`config.mk`:
```
export PLATFORM = sky130hd
export DESIGN_NAME = fish_hook_arbiter_flat
export DESIGN_NICKNAME = d
export VERILOG_FILES = /design/src/rtl/fish_pkg.sv /design/src/rtl/fish_hook_arbiter_if.sv /design/src/rtl/fish_rr_arbiter.sv /design/src/rtl/fish_hook_arbiter.sv /design/src/flat_wrapper.sv
export SDC_FILE = /design/constraint.sdc
export NUM_CORES = 1
export LEC_CHECK = 0
export ABC_AREA = 0
export CAP_MARGIN = 10
export CORE_MARGIN = 1.5
export CORE_UTILIZATION = 56
export DETAILED_ROUTE_END_ITERATION = 16
export PLACE_DENSITY = 0.8
export SETUP_SLACK_MARGIN = 0.2
export SLEW_MARGIN = 20
export SYNTH_ARGS = -nofsm -noshare
export SYNTH_HDL_FRONTEND = slang
export SYNTH_HIERARCHICAL = 1
export SYNTH_SLANG_ARGS = --single-unit
```
`constraint.sdc`:
```
create_clock -name clk -period 2.55 [get_ports clk]
set_input_delay 0.3825 -clock clk [delete_from_list [all_inputs] [get_ports clk]]
set_output_delay 0.3825 -clock clk [all_outputs]
set_load 0.1 [all_outputs]
```
`src/rtl/fish_pkg.sv`:
```
// Shared types and constants for the fishing-hook arbiter slice.
package fish_pkg;

    typedef enum logic [1:0] {
        SLOT_SWIM   = 2'd0,
        SLOT_HOOKED = 2'd1,
        SLOT_WAIT   = 2'd2,
        SLOT_SPAWN  = 2'd3
    } slot_state_e;

    typedef enum logic {
        HOOK_FREE = 1'b0,
        HOOK_HELD = 1'b1
    } hook_state_e;

    // 8-bit Fibonacci LFSR, taps 8,6,5,4 -> bits 7,5,4,3
    localparam logic [7:0] LFSR_SEED = 8'hB2;
    localparam logic [7:0] LFSR_TAPS = 8'b1011_1000;

    localparam logic [9:0] SCORE_MAX = 10'd999;

    function automatic logic [7:0] lfsr_next(input logic [7:0] s);
        return {s[6:0], ^(s & LFSR_TAPS)};
    endfunction

endpackage

```
`src/rtl/fish_hook_arbiter_if.sv`:
```
// Hook/slot bus between the fish movers, the mouse logic and the score display.
interface fish_hook_arbiter_if #(
    parameter int unsigned NUM_FISH = 4
);
    logic                    tick;
    logic                    pause;
    logic [NUM_FISH-1:0]     hit_req;
    logic [8:0]              hook_y;
    logic                    reel_btn;
    logic                    hook_busy;
    logic [2:0]              hook_owner;
    logic [2*NUM_FISH-1:0]   slot_state;
    logic [NUM_FISH-1:0]     spawn;
    logic                    spawn_dir;
    logic                    catch_pulse;
    logic [9:0]              score;

    modport master (
        output tick, pause, hit_req, hook_y, reel_btn,
        input  hook_busy, hook_owner, slot_state, spawn, spawn_dir, catch_pulse, score
    );

    modport slave (
        input  tick, pause, hit_req, hook_y, reel_btn,
        output hook_busy, hook_owner, slot_state, spawn, spawn_dir, catch_pulse, score
    );

endinterface

```
`src/rtl/fish_rr_arbiter.sv`:
```
// Combinational round-robin arbiter: search starts at the slot after ptr.
module fish_rr_arbiter #(
    parameter int unsigned NUM_FISH = 4
) (
    input  logic [NUM_FISH-1:0] req,
    input  logic [2:0]          ptr,
    output logic [NUM_FISH-1:0] gnt,
    output logic [2:0]          gnt_idx,
    output logic                gnt_valid
);

    // Pick the requester with the smallest rotated distance from ptr+1
    always_comb begin
        int unsigned p;
        p         = 32'(ptr);
        gnt       = '0;
        gnt_idx   = '0;
        gnt_valid = 1'b0;
        for (int unsigned k = 0; k < NUM_FISH; k++) begin
            for (int unsigned i = 0; i < NUM_FISH; i++) begin
                if (!gnt_valid && req[i] && (((i + NUM_FISH - p - 1) % NUM_FISH) == k)) begin
                    gnt[i]    = 1'b1;
                    gnt_idx   = 3'(i);
                    gnt_valid = 1'b1;
                end
            end
        end
    end

endmodule

```
`src/rtl/fish_hook_arbiter.sv`:
```
// Hook ownership, per-slot swim/hooked/wait/spawn lifecycle, score and
// respawn direction LFSR. Optional feature macro: HOOK_ESCAPE_EN (hooked
// fish escapes after ESCAPE_TICKS unpaused ticks without a catch).
module fish_hook_arbiter
    import fish_pkg::*;
#(
    parameter int unsigned NUM_FISH      = 4,
    parameter int unsigned SURFACE_Y     = 72,
    parameter int unsigned RESPAWN_TICKS = 60,
    parameter int unsigned ESCAPE_TICKS  = 255
) (
    input  logic              clk,
    input  logic              rst,
    fish_hook_arbiter_if.slave bus
);

    localparam int unsigned CNT_MAX = (RESPAWN_TICKS > ESCAPE_TICKS) ? RESPAWN_TICKS : ESCAPE_TICKS;
    localparam int unsigned CW      = (CNT_MAX < 1) ? 1 : $clog2(CNT_MAX + 1);
    localparam logic [CW-1:0] RESPAWN_LOAD = CW'(RESPAWN_TICKS);

    hook_state_e         hook_q, hook_d;
    logic [2:0]          owner_q, owner_d;
    logic [2:0]          ptr_q, ptr_d;
    slot_state_e         slot_q [NUM_FISH];
    slot_state_e         slot_d [NUM_FISH];
    logic [CW-1:0]       wait_q [NUM_FISH];
    logic [CW-1:0]       wait_d [NUM_FISH];
    logic [7:0]          lfsr_q, lfsr_d;
    logic [9:0]          score_q, score_d;
    logic                catch_q, catch_d;

    logic [NUM_FISH-1:0] cand;
    logic [NUM_FISH-1:0] gnt;
    logic [2:0]          gnt_idx;
    logic                gnt_valid;
    logic                tick_en;
    logic                catch_now;
    logic                release_now;

    assign tick_en   = bus.tick & ~bus.pause;
    assign catch_now = (hook_q == HOOK_HELD) && bus.reel_btn && (bus.hook_y <= 9'(SURFACE_Y));

    // Only swimming fish may compete, and only while the hook is free
    always_comb begin
        cand = '0;
        for (int unsigned i = 0; i < NUM_FISH; i++) begin
            cand[i] = bus.hit_req[i] && (slot_q[i] == SLOT_SWIM) && (hook_q == HOOK_FREE);
        end
    end

    fish_rr_arbiter #(
        .NUM_FISH (NUM_FISH)
    ) u_rr (
        .req       (cand),
        .ptr       (ptr_q),
        .gnt       (gnt),
        .gnt_idx   (gnt_idx),
        .gnt_valid (gnt_valid)
    );

`ifdef HOOK_ESCAPE_EN
    localparam logic [CW-1:0] ESCAPE_LOAD = CW'(ESCAPE_TICKS);

    logic [CW-1:0] esc_q, esc_d;
    logic          escape_now;

    // A catch in the expiry cycle takes priority over the escape
    assign escape_now  = (hook_q == HOOK_HELD) && (esc_q == '0) && !catch_now;
    assign release_now = catch_now | escape_now;

    // Escape countdown: loaded at grant, runs on unpaused ticks while held
    always_comb begin
        esc_d = esc_q;
        if (gnt_valid) begin
            esc_d = ESCAPE_LOAD;
        end else if ((hook_q == HOOK_HELD) && tick_en && (esc_q != '0)) begin
            esc_d = esc_q - CW'(1);
        end
    end

    // Escape counter register
    always_ff @(posedge clk or negedge rst) begin
        if (!rst) begin
            esc_q <= '0;
        end else begin
            esc_q <= esc_d;
        end
    end
`else
    assign release_now = catch_now;
`endif

    // Next-state for hook FSM, slot lifecycles, score and LFSR
    always_comb begin
        hook_d  = hook_q;
        owner_d = owner_q;
        ptr_d   = ptr_q;
        lfsr_d  = lfsr_q;
        score_d = score_q;
        catch_d = catch_now;

        case (hook_q)
            HOOK_FREE: begin
                if (gnt_valid) begin
                    hook_d  = HOOK_HELD;
                    owner_d = gnt_idx;
                    ptr_d   = gnt_idx;
                end
            end
            HOOK_HELD: begin
                if (release_now) begin
                    hook_d = HOOK_FREE;
                end
            end
            default: hook_d = HOOK_FREE;
        endcase

        if (catch_now && (score_q < SCORE_MAX)) begin
            score_d = score_q + 10'd1;
        end

        if (tick_en) begin
            lfsr_d = lfsr_next(lfsr_q);
        end

        for (int unsigned i = 0; i < NUM_FISH; i++) begin
            slot_d[i] = slot_q[i];
            wait_d[i] = wait_q[i];
            case (slot_q[i])
                SLOT_SWIM: begin
                    if (gnt[i]) begin
                        slot_d[i] = SLOT_HOOKED;
                    end
                end
                SLOT_HOOKED: begin
                    if (release_now && (owner_q == 3'(i))) begin
                        slot_d[i] = SLOT_WAIT;
                        wait_d[i] = RESPAWN_LOAD;
                    end
                end
                SLOT_WAIT: begin
                    if (wait_q[i] == '0) begin
                        slot_d[i] = SLOT_SPAWN;
                    end else if (tick_en) begin
                        wait_d[i] = wait_q[i] - CW'(1);
                    end
                end
                SLOT_SPAWN: slot_d[i] = SLOT_SWIM;
                default:    slot_d[i] = SLOT_SWIM;
            endcase
        end
    end

    // State registers
    always_ff @(posedge clk or negedge rst) begin
        if (!rst) begin
            hook_q  <= HOOK_FREE;
            owner_q <= '0;
            ptr_q   <= '0;
            lfsr_q  <= LFSR_SEED;
            score_q <= '0;
            catch_q <= 1'b0;
            for (int unsigned i = 0; i < NUM_FISH; i++) begin
                slot_q[i] <= SLOT_SWIM;
                wait_q[i] <= '0;
            end
        end else begin
            hook_q  <= hook_d;
            owner_q <= owner_d;
            ptr_q   <= ptr_d;
            lfsr_q  <= lfsr_d;
            score_q <= score_d;
            catch_q <= catch_d;
            for (int unsigned i = 0; i < NUM_FISH; i++) begin
                slot_q[i] <= slot_d[i];
                wait_q[i] <= wait_d[i];
            end
        end
    end

    // Pack slot states and decode spawn pulses from the SPAWN state
    always_comb begin
        bus.slot_state = '0;
        bus.spawn      = '0;
        for (int unsigned i = 0; i < NUM_FISH; i++) begin
            bus.slot_state[2*i +: 2] = slot_q[i];
            bus.spawn[i]             = (slot_q[i] == SLOT_SPAWN);
        end
    end

    assign bus.spawn_dir   = (|bus.spawn) & lfsr_q[0];
    assign bus.hook_busy   = (hook_q == HOOK_HELD);
    assign bus.hook_owner  = owner_q;
    assign bus.catch_pulse = catch_q;
    assign bus.score       = score_q;

endmodule

```
`src/flat_wrapper.sv`:
```
// flat-port wrapper written by rule: the top's interface ports become plain ports
module fish_hook_arbiter_flat import fish_pkg::*;
#(
    parameter int unsigned NUM_FISH      = 4,
    parameter int unsigned SURFACE_Y     = 72,
    parameter int unsigned RESPAWN_TICKS = 60,
    parameter int unsigned ESCAPE_TICKS  = 255
)
  (clk, rst, bus_tick, bus_pause, bus_hit_req, bus_hook_y, bus_reel_btn, bus_hook_busy, bus_hook_owner, bus_slot_state, bus_spawn, bus_spawn_dir, bus_catch_pulse, bus_score);
  fish_hook_arbiter_if #(.NUM_FISH(NUM_FISH)) bus_i ();
  input  logic clk;
  input  logic rst;
  input wire logic [$bits(bus_i.tick)-1:0] bus_tick;
  input wire logic [$bits(bus_i.pause)-1:0] bus_pause;
  input wire logic [$bits(bus_i.hit_req)-1:0] bus_hit_req;
  input wire logic [$bits(bus_i.hook_y)-1:0] bus_hook_y;
  input wire logic [$bits(bus_i.reel_btn)-1:0] bus_reel_btn;
  output wire logic [$bits(bus_i.hook_busy)-1:0] bus_hook_busy;
  output wire logic [$bits(bus_i.hook_owner)-1:0] bus_hook_owner;
  output wire logic [$bits(bus_i.slot_state)-1:0] bus_slot_state;
  output wire logic [$bits(bus_i.spawn)-1:0] bus_spawn;
  output wire logic [$bits(bus_i.spawn_dir)-1:0] bus_spawn_dir;
  output wire logic [$bits(bus_i.catch_pulse)-1:0] bus_catch_pulse;
  output wire logic [$bits(bus_i.score)-1:0] bus_score;
  assign bus_i.tick = bus_tick;
  assign bus_i.pause = bus_pause;
  assign bus_i.hit_req = bus_hit_req;
  assign bus_i.hook_y = bus_hook_y;
  assign bus_i.reel_btn = bus_reel_btn;
  assign bus_hook_busy = bus_i.hook_busy;
  assign bus_hook_owner = bus_i.hook_owner;
  assign bus_slot_state = bus_i.slot_state;
  assign bus_spawn = bus_i.spawn;
  assign bus_spawn_dir = bus_i.spawn_dir;
  assign bus_catch_pulse = bus_i.catch_pulse;
  assign bus_score = bus_i.score;
  fish_hook_arbiter #(.NUM_FISH(NUM_FISH), .SURFACE_Y(SURFACE_Y), .RESPAWN_TICKS(RESPAWN_TICKS), .ESCAPE_TICKS(ESCAPE_TICKS)) u_core (.clk(clk), .rst(rst), .bus(bus_i));
endmodule
```
=== Yosys cells after proc, flatten, opt, wreduce, memory -nomap -nowiden ===
Cells that the tools add are included.

* Word-level logic and storage cells: 249
* Register bits after elaboration: 63
* Bits of input ports: 18

* Muxes and demuxes: 81
* Add/subtract/negate cells: 13
* $lt $le $gt $ge: 2
* Bitwise gates (word level): 4
* Equal/unequal tests: 47
* Reduce and logical (&&, ||, !) cells: 89

{| class="wikitable"
|+ Operators by type and width
! operator !! number
|-
| $logic_not A32 Y1 || 4
|-
| $mux W8 || 12
|-
| $pmux W8 S2 || 4
|-
| $logic_and A1 B1 Y1 || 46
|-
| $mux W3 || 14
|-
| $mux W1 || 34
|-
| $eq A2 B2 Y1 const B || 16
|-
| $logic_not A8 Y1 || 4
|-
| $ne A2 B1 Y1 const B || 16
|-
| $pmux W2 S4 || 4
|-
| $sub A8 B1 Y8 const B || 4
|-
| $mux W2 || 12
|-
| $eq A2 B1 Y1 const B || 8
|-
| $reduce_and A4 Y1 || 4
|-
| $logic_not A1 Y1 || 15
|-
| $reduce_and A3 Y1 || 4
|-
| $add A10 B1 Y10 const B || 1
|-
| $lt A10 B10 Y1 const B || 1
|-
| $le A9 B7 Y1 const B || 1
|-
| $logic_not A2 Y1 || 4
|-
| $ne A2 B2 Y1 const B || 4
|-
| $reduce_bool A2 Y1 || 4
|-
| $reduce_xor A8 Y1 || 1
|-
| $sub A2 B2 Y2 const B || 4
|-
| 10 further kinds || 15
|}

=== Longest topological paths before layout ===
* Depth in word-level cells: 67
* Mapped depth: 11
* Mapped depth without buffers: 11

=== Modules after synthesis ===
The synthesis kept the hierarchy.

{| class="wikitable"
|+ By module, submodules not included
! module !! area each (µm²) !! cells each !! times used
|-
| fish_hook_arbiter || 3681.0 || 390 || 1
|-
| fish_rr_arbiter || 219.0 || 33 || 1
|}

=== Worst setup path before layout ===
OpenSTA, ideal clock, no wires.

* Kind: register -> output
* Start: reg u_core.slot_q (netlist bit u_core/bus.slot_state[1])
* End: out bus_spawn_dir
* Required time: 2.168 ns
* Path buffers: 0
* Stages on the path, launching flop included: 3
* Data arrival time: 2.890 ns
* Slack: -0.722 ns
* Cells stage by stage: dfrtp_1 > ha_1 > o41a_1

* Word-level cells in the longest chain between the ends: 3

{| class="wikitable"
|+ Ends and longest elaborated chain
! what !! RTL line !! text
|-
| start, declared || fish_hook_arbiter.sv:24 || <nowiki>slot_state_e slot_q [NUM_FISH];</nowiki>
|-
| start signal, assigned by index || fish_hook_arbiter.sv:175 || <nowiki>slot_q[i] <= slot_d[i];</nowiki>
|-
| $eq A2 B2 Y1 || fish_hook_arbiter.sv:187 || <nowiki>bus.spawn[i] = (slot_q[i] == SLOT_SPAWN);</nowiki>
|-
| named net bus_spawn[0] || flat_wrapper.sv:21 || <nowiki>output wire logic [$bits(bus_i.spawn)-1:0] bus_spawn;</nowiki>
|-
| $reduce_or A4 Y1 || fish_hook_arbiter.sv:191 || <nowiki>assign bus.spawn_dir = (|bus.spawn) & lfsr_q[0];</nowiki>
|-
| $and A1 B1 Y1 || fish_hook_arbiter.sv:191 ||
|-
| end, declared || flat_wrapper.sv:22 || <nowiki>output wire logic [$bits(bus_i.spawn_dir)-1:0] bus_spawn_dir;</nowiki>
|}

The timed path passes the listed nets, and every way through them passes these cells.

=== Worst setup path after layout ===
* Start: reg u_core.slot_q (netlist bit u_core/bus.slot_state[1])
* End: reg u_core.slot_q (netlist bit u_core/bus.slot_state[7])

* Word-level cells in the longest chain between the ends: 67
* Elaborated cells between the ends (all ways): 70
* Classes of those cells: eq/ne (1); mux (19); reduce/logical (50)

{| class="wikitable"
|+ Ends and longest elaborated chain
! what !! RTL line !! text
|-
| $logic_not A2 Y1 (*) || fish_hook_arbiter.sv:47 || <nowiki>cand[i] = bus.hit_req[i] && (slot_q[i] == SLOT_SWIM) && (hook_q == HOOK_FREE);</nowiki>
|-
| $logic_and A1 B1 Y1 (*) (2 in series) || fish_hook_arbiter.sv:47 ||
|-
| named net u_core.cand[0] || fish_hook_arbiter.sv:32 || <nowiki>logic [NUM_FISH-1:0] cand;</nowiki>
|-
| $logic_and A1 B1 Y1 || fish_rr_arbiter.sv:21 || <nowiki>if (!gnt_valid && req[i] && (((i + NUM_FISH - p - 1) % NUM_FISH) == k)) begin</nowiki>
|-
| $mux W1 || fish_rr_arbiter.sv:21 ||
|-
| $logic_not A1 Y1 || fish_rr_arbiter.sv:21 ||
|-
| $logic_and A1 B1 Y1 (2 in series) || fish_rr_arbiter.sv:21 ||
|-
| $mux W1 || fish_rr_arbiter.sv:21 ||
|-
| [49 not listed] || -- ||
|-
| $logic_and A1 B1 Y1 (2 in series) || fish_rr_arbiter.sv:21 ||
|-
| $mux W1 || fish_rr_arbiter.sv:21 ||
|-
| $logic_not A1 Y1 || fish_rr_arbiter.sv:21 ||
|-
| $logic_and A1 B1 Y1 (2 in series) || fish_rr_arbiter.sv:21 ||
|-
| $mux W1 (*) || fish_rr_arbiter.sv:21 ||
|-
| named net u_core.gnt[3] || fish_hook_arbiter.sv:33 || <nowiki>logic [NUM_FISH-1:0] gnt;</nowiki>
|-
| $ne A2 B1 Y1 (no source line) (*) || -- ||
|-
| $reduce_and A3 Y1 (no source line) (*) || -- ||
|}

The timed path passes the listed nets; every way through them passes the cells marked *.
A chain may end at the register's enable or synchronous reset.

==> results.yml <==
power_and_ir_drop:
  leakagePower_uw: 0.00204
  finalPower_uw: 6060
  peakVddDrop_uv: 924
  power_density_mw_per_mm2: 1280
yosys:
  synth_top_area_share: 0.379
  syn_nets: 470
  synthCells: 423
  synthFlopType: "dfrtp_1"
  synthTopCellsByArea: "dfrtp_1 (38%), ha_1 (9.3%), nand2_1 (5.3%)"
  avgSynthCellArea_um2: 9.22
  yosysTopAreaCell: "dfrtp_1"
  synthArstFlopShare: 1.00
  yosysWarnings: 6
  ys_top_cells_by_count: "dfrtp_1 (59), nand2_1 (55), inv_1 (32), ha_1 (29)"
  ys_ff_latch: 63
  synth_edf_count: 0
  synth-seq-area-share: 0.406
  syn_area_mm2: 0.00390
  synthDistinctLibCells: 67
  yosysMostFrequentCell: "dfrtp_1"
global_routing:
  grt_pass1_vias: 3205
  grt_remaining_overflow: 0
  antenna_found_initial: 0
  grt_usage: 0.258
  grt_max_degree: 36
  grt_pass1_wl_um: 15000
route:
  first_pass_iters: 6
  drc: 0
  via_per_inst: 5.94
  antenna_left: 0
  dr.first_iter.drc_count: 248
  wl_um: 9140
  wl_per_cell_um: 16.0
  vias: 3399
placed_design:
  place_congestion: 0.892
  place_area_mm2: 0.00449
  portBuffers: 45
  hpwlAfterDp_um: 6380
critical_path:
  r2r_setup_slack_ps: 280
  cp-startpoint: "u_core/bus.slot_state[1]"
  slowest_delay_ps: 450
  r2r_start: "u_core/bus.slot_state[1]"
  setup.worst_path.class: "reg2reg"
  setup.worst_path.end_class: "flop"
  crit_chain: "inv_1, ha_1, inv_1, nor3b_4, a21o_1, a21o_1, a21oi_1, inv_1, a221o_1, mux2_2"
  rr_endpoint: "u_core/bus.slot_state[7]"
  crit_path_end: "u_core/bus.slot_state[7]"
  crit_path_max_fanout: 6
  crit_slowest_cell: "dfrtp_4"
  cp_common_cell: "inv_1"
  crit_path_start_kind: "flop"
  required_ps: 2780
  ff2ff_path_depth: 10
  cp.arrival_ps: 2500
clock_tree:
  root_buffer: "clkbuf_8"
  clkLatencyLatePin_ps: 350
  clockBufferDepth: 2
  clkTransAtPathRegs_ps: 70
  ctsHoldBuffers: 0
  h-tree-depth: 3
  cts.sinks: 63
  cts_buffers: 9
  tritoncts: "done"
timing:
  min_period_ps: 2270
  rsz0062_at_grt: "yes"
  worstMarginPinSlew_ps: 694
  setup_tns_ps: 0
  relSlewSlack: 0.537
  fmax_mhz: 441
  holdWs_ps: 77.0
  hold_violations: 0
  worst_clock_skew_ps: 10.5
  setup_viol: 0
  slew_viol_final: 0
  fin_crit_sh: 0.889
layout:
  drive_gt1_frac: 0.226
  nets: 534
  syn2layout_area_growth_pct: 21.7
  antenna_cells: 0
  fin_area_mm2: 0.00474
floorplanning:
  fp.dieW_um: 86.5
  die_area_mm2: 0.00747
  start_util: 0.577
  rows: 30
  core_mm2: 0.00676
  num_io_pins: 46
  die_h_um: 86.5
run:
  drv_cap: 0
worst_hold_path:
  hp-class: "in2async"
outcome:
  status: "complete, no violations"
==> through the flow <==
stage | util | worst slack, ps | std cells
2_1_floorplan | - | 204 | 423
3_3_place_gp | 0.665 | 34.1 | 554
3_5_place_dp | 0.665 | -35.7 | 554
4_1_cts | 0.696 | 217 | 570
5_1_grt | 0.702 | 144 | 572
6_report | 0.702 | 282 | 572
==> routing by layer <==
| metal | wire [um] | track usage | up-vias |
|---|---|---|---|
| li1 | - | - | 1653 |
| met1 | 4230 | 0.350 | 1616 |
| met2 | 4230 | 0.401 | 112 |
| met3 | 521 | 0.0552 | 18 |
| met4 | 165 | 0.113 | 0 |
| met5 | 0 | 0 | - |
==> worst min path at each step <==
stage | from | end | depth (start not counted)
finish | rst | u_core/bus.slot_state[2] | 1
global route | rst | u_core/bus.slot_state[3] | 1
CTS | rst | u_core/bus.slot_state[2] | 1
detailed placement | u_core/lfsr_q[7] | u_core/lfsr_q[7] | 2
global placement | u_core/lfsr_q[1] | u_core/lfsr_q[1] | 2
floorplan | rst | u_core/bus.catch_pulse | 0
==> state kept, by name, indices dropped and copies added, names as in the netlist <==
register and count:
u_core/wait_q 32, u_core/bus.slot_state 8, u_core/bus.catch_pulse 1, u_core/bus.score 10, u_core/bus.hook_busy 1, u_core/ptr_q 3, u_core/lfsr_q 8
==> logic make-up (layout without fill, tap and decap cells) <==
| logic type | Yosys count | in the layout | synth area share |
|---|---|---|---|
| flip-flops | 63 | 63 | 0.406 |
| AO/OA/AOI/OAI | 106 | 106 | 0.186 |
| adder cells (fa/ha/maj) | 29 | 29 | 0.0930 |
| buffers and inverters | 42 | 111 | 0.0481 |
| XOR/XNOR | 11 | 11 | 0.0247 |
| AND/OR/NAND/NOR | 161 | 161 | 0.214 |
| other | 1 | 1 | 0.000962 |
| multiplexers | 10 | 10 | 0.0282 |
==> repair_timing <==
action | in CTS | in global routing
setup buffers | 0 | 2
endpoints found under the hold margin | 0 | 0
setup endpoints to repair | 0 | 18
resized for setup | 0 | 7
==> report_power, final <==
part           internal, uW  total (uW)  leakage, uW  switching (uW)
sequential             1360        1750     0.000732             395
combinational          1060        3410      0.00122            2350
clock                   481         900    0.0000947             419
==> placed cells by master, fill, tap and decap left out, types with 5 or more instances in the layout <==
cell type | netlist | layout
nand2_1 | 55 | 55
dfrtp_1 | 59 | 46
buf_4 | 1 | 45
inv_1 | 32 | 30
o21ai_0 | 26 | 25
nor2_1 | 26 | 25
ha_1 | 29 | 25
a21oi_1 | 22 | 22
clkdlybuf4s50_1 | 0 | 16
nor3_1 | 12 | 12
nand3_1 | 11 | 11
clkbuf_8 | 1 | 10
nand2b_1 | 9 | 9
xnor2_1 | 9 | 9
a31oi_1 | 9 | 9
mux2_2 | 8 | 8
dfrtp_4 | 0 | 8
or3_1 | 7 | 7
nand4_1 | 6 | 6
o31ai_1 | 6 | 6
dfrtp_2 | 0 | 5
==> layout make-up <==
class	count	area [um2]
Multi-Input combinational cell	318	2180
Fill cell	516	2010
Sequential cell	63	1620
Timing Repair Buffer	63	523
Clock buffer	10	138
Inverter	32	120
Tap cell	80	100
Clock inverter	6	70.1
==> worst max-delay path, delay by kind of cell (launching register included) <==
family | cells | cell delay (ps)
flops | 1 | 450
buf+inv | 3 | 270
simple gates | 1 | 80
compound gates | 4 | 880
fa+ha+maj | 1 | 190
mux | 1 | 280
(Power assumes the default switching activity.)
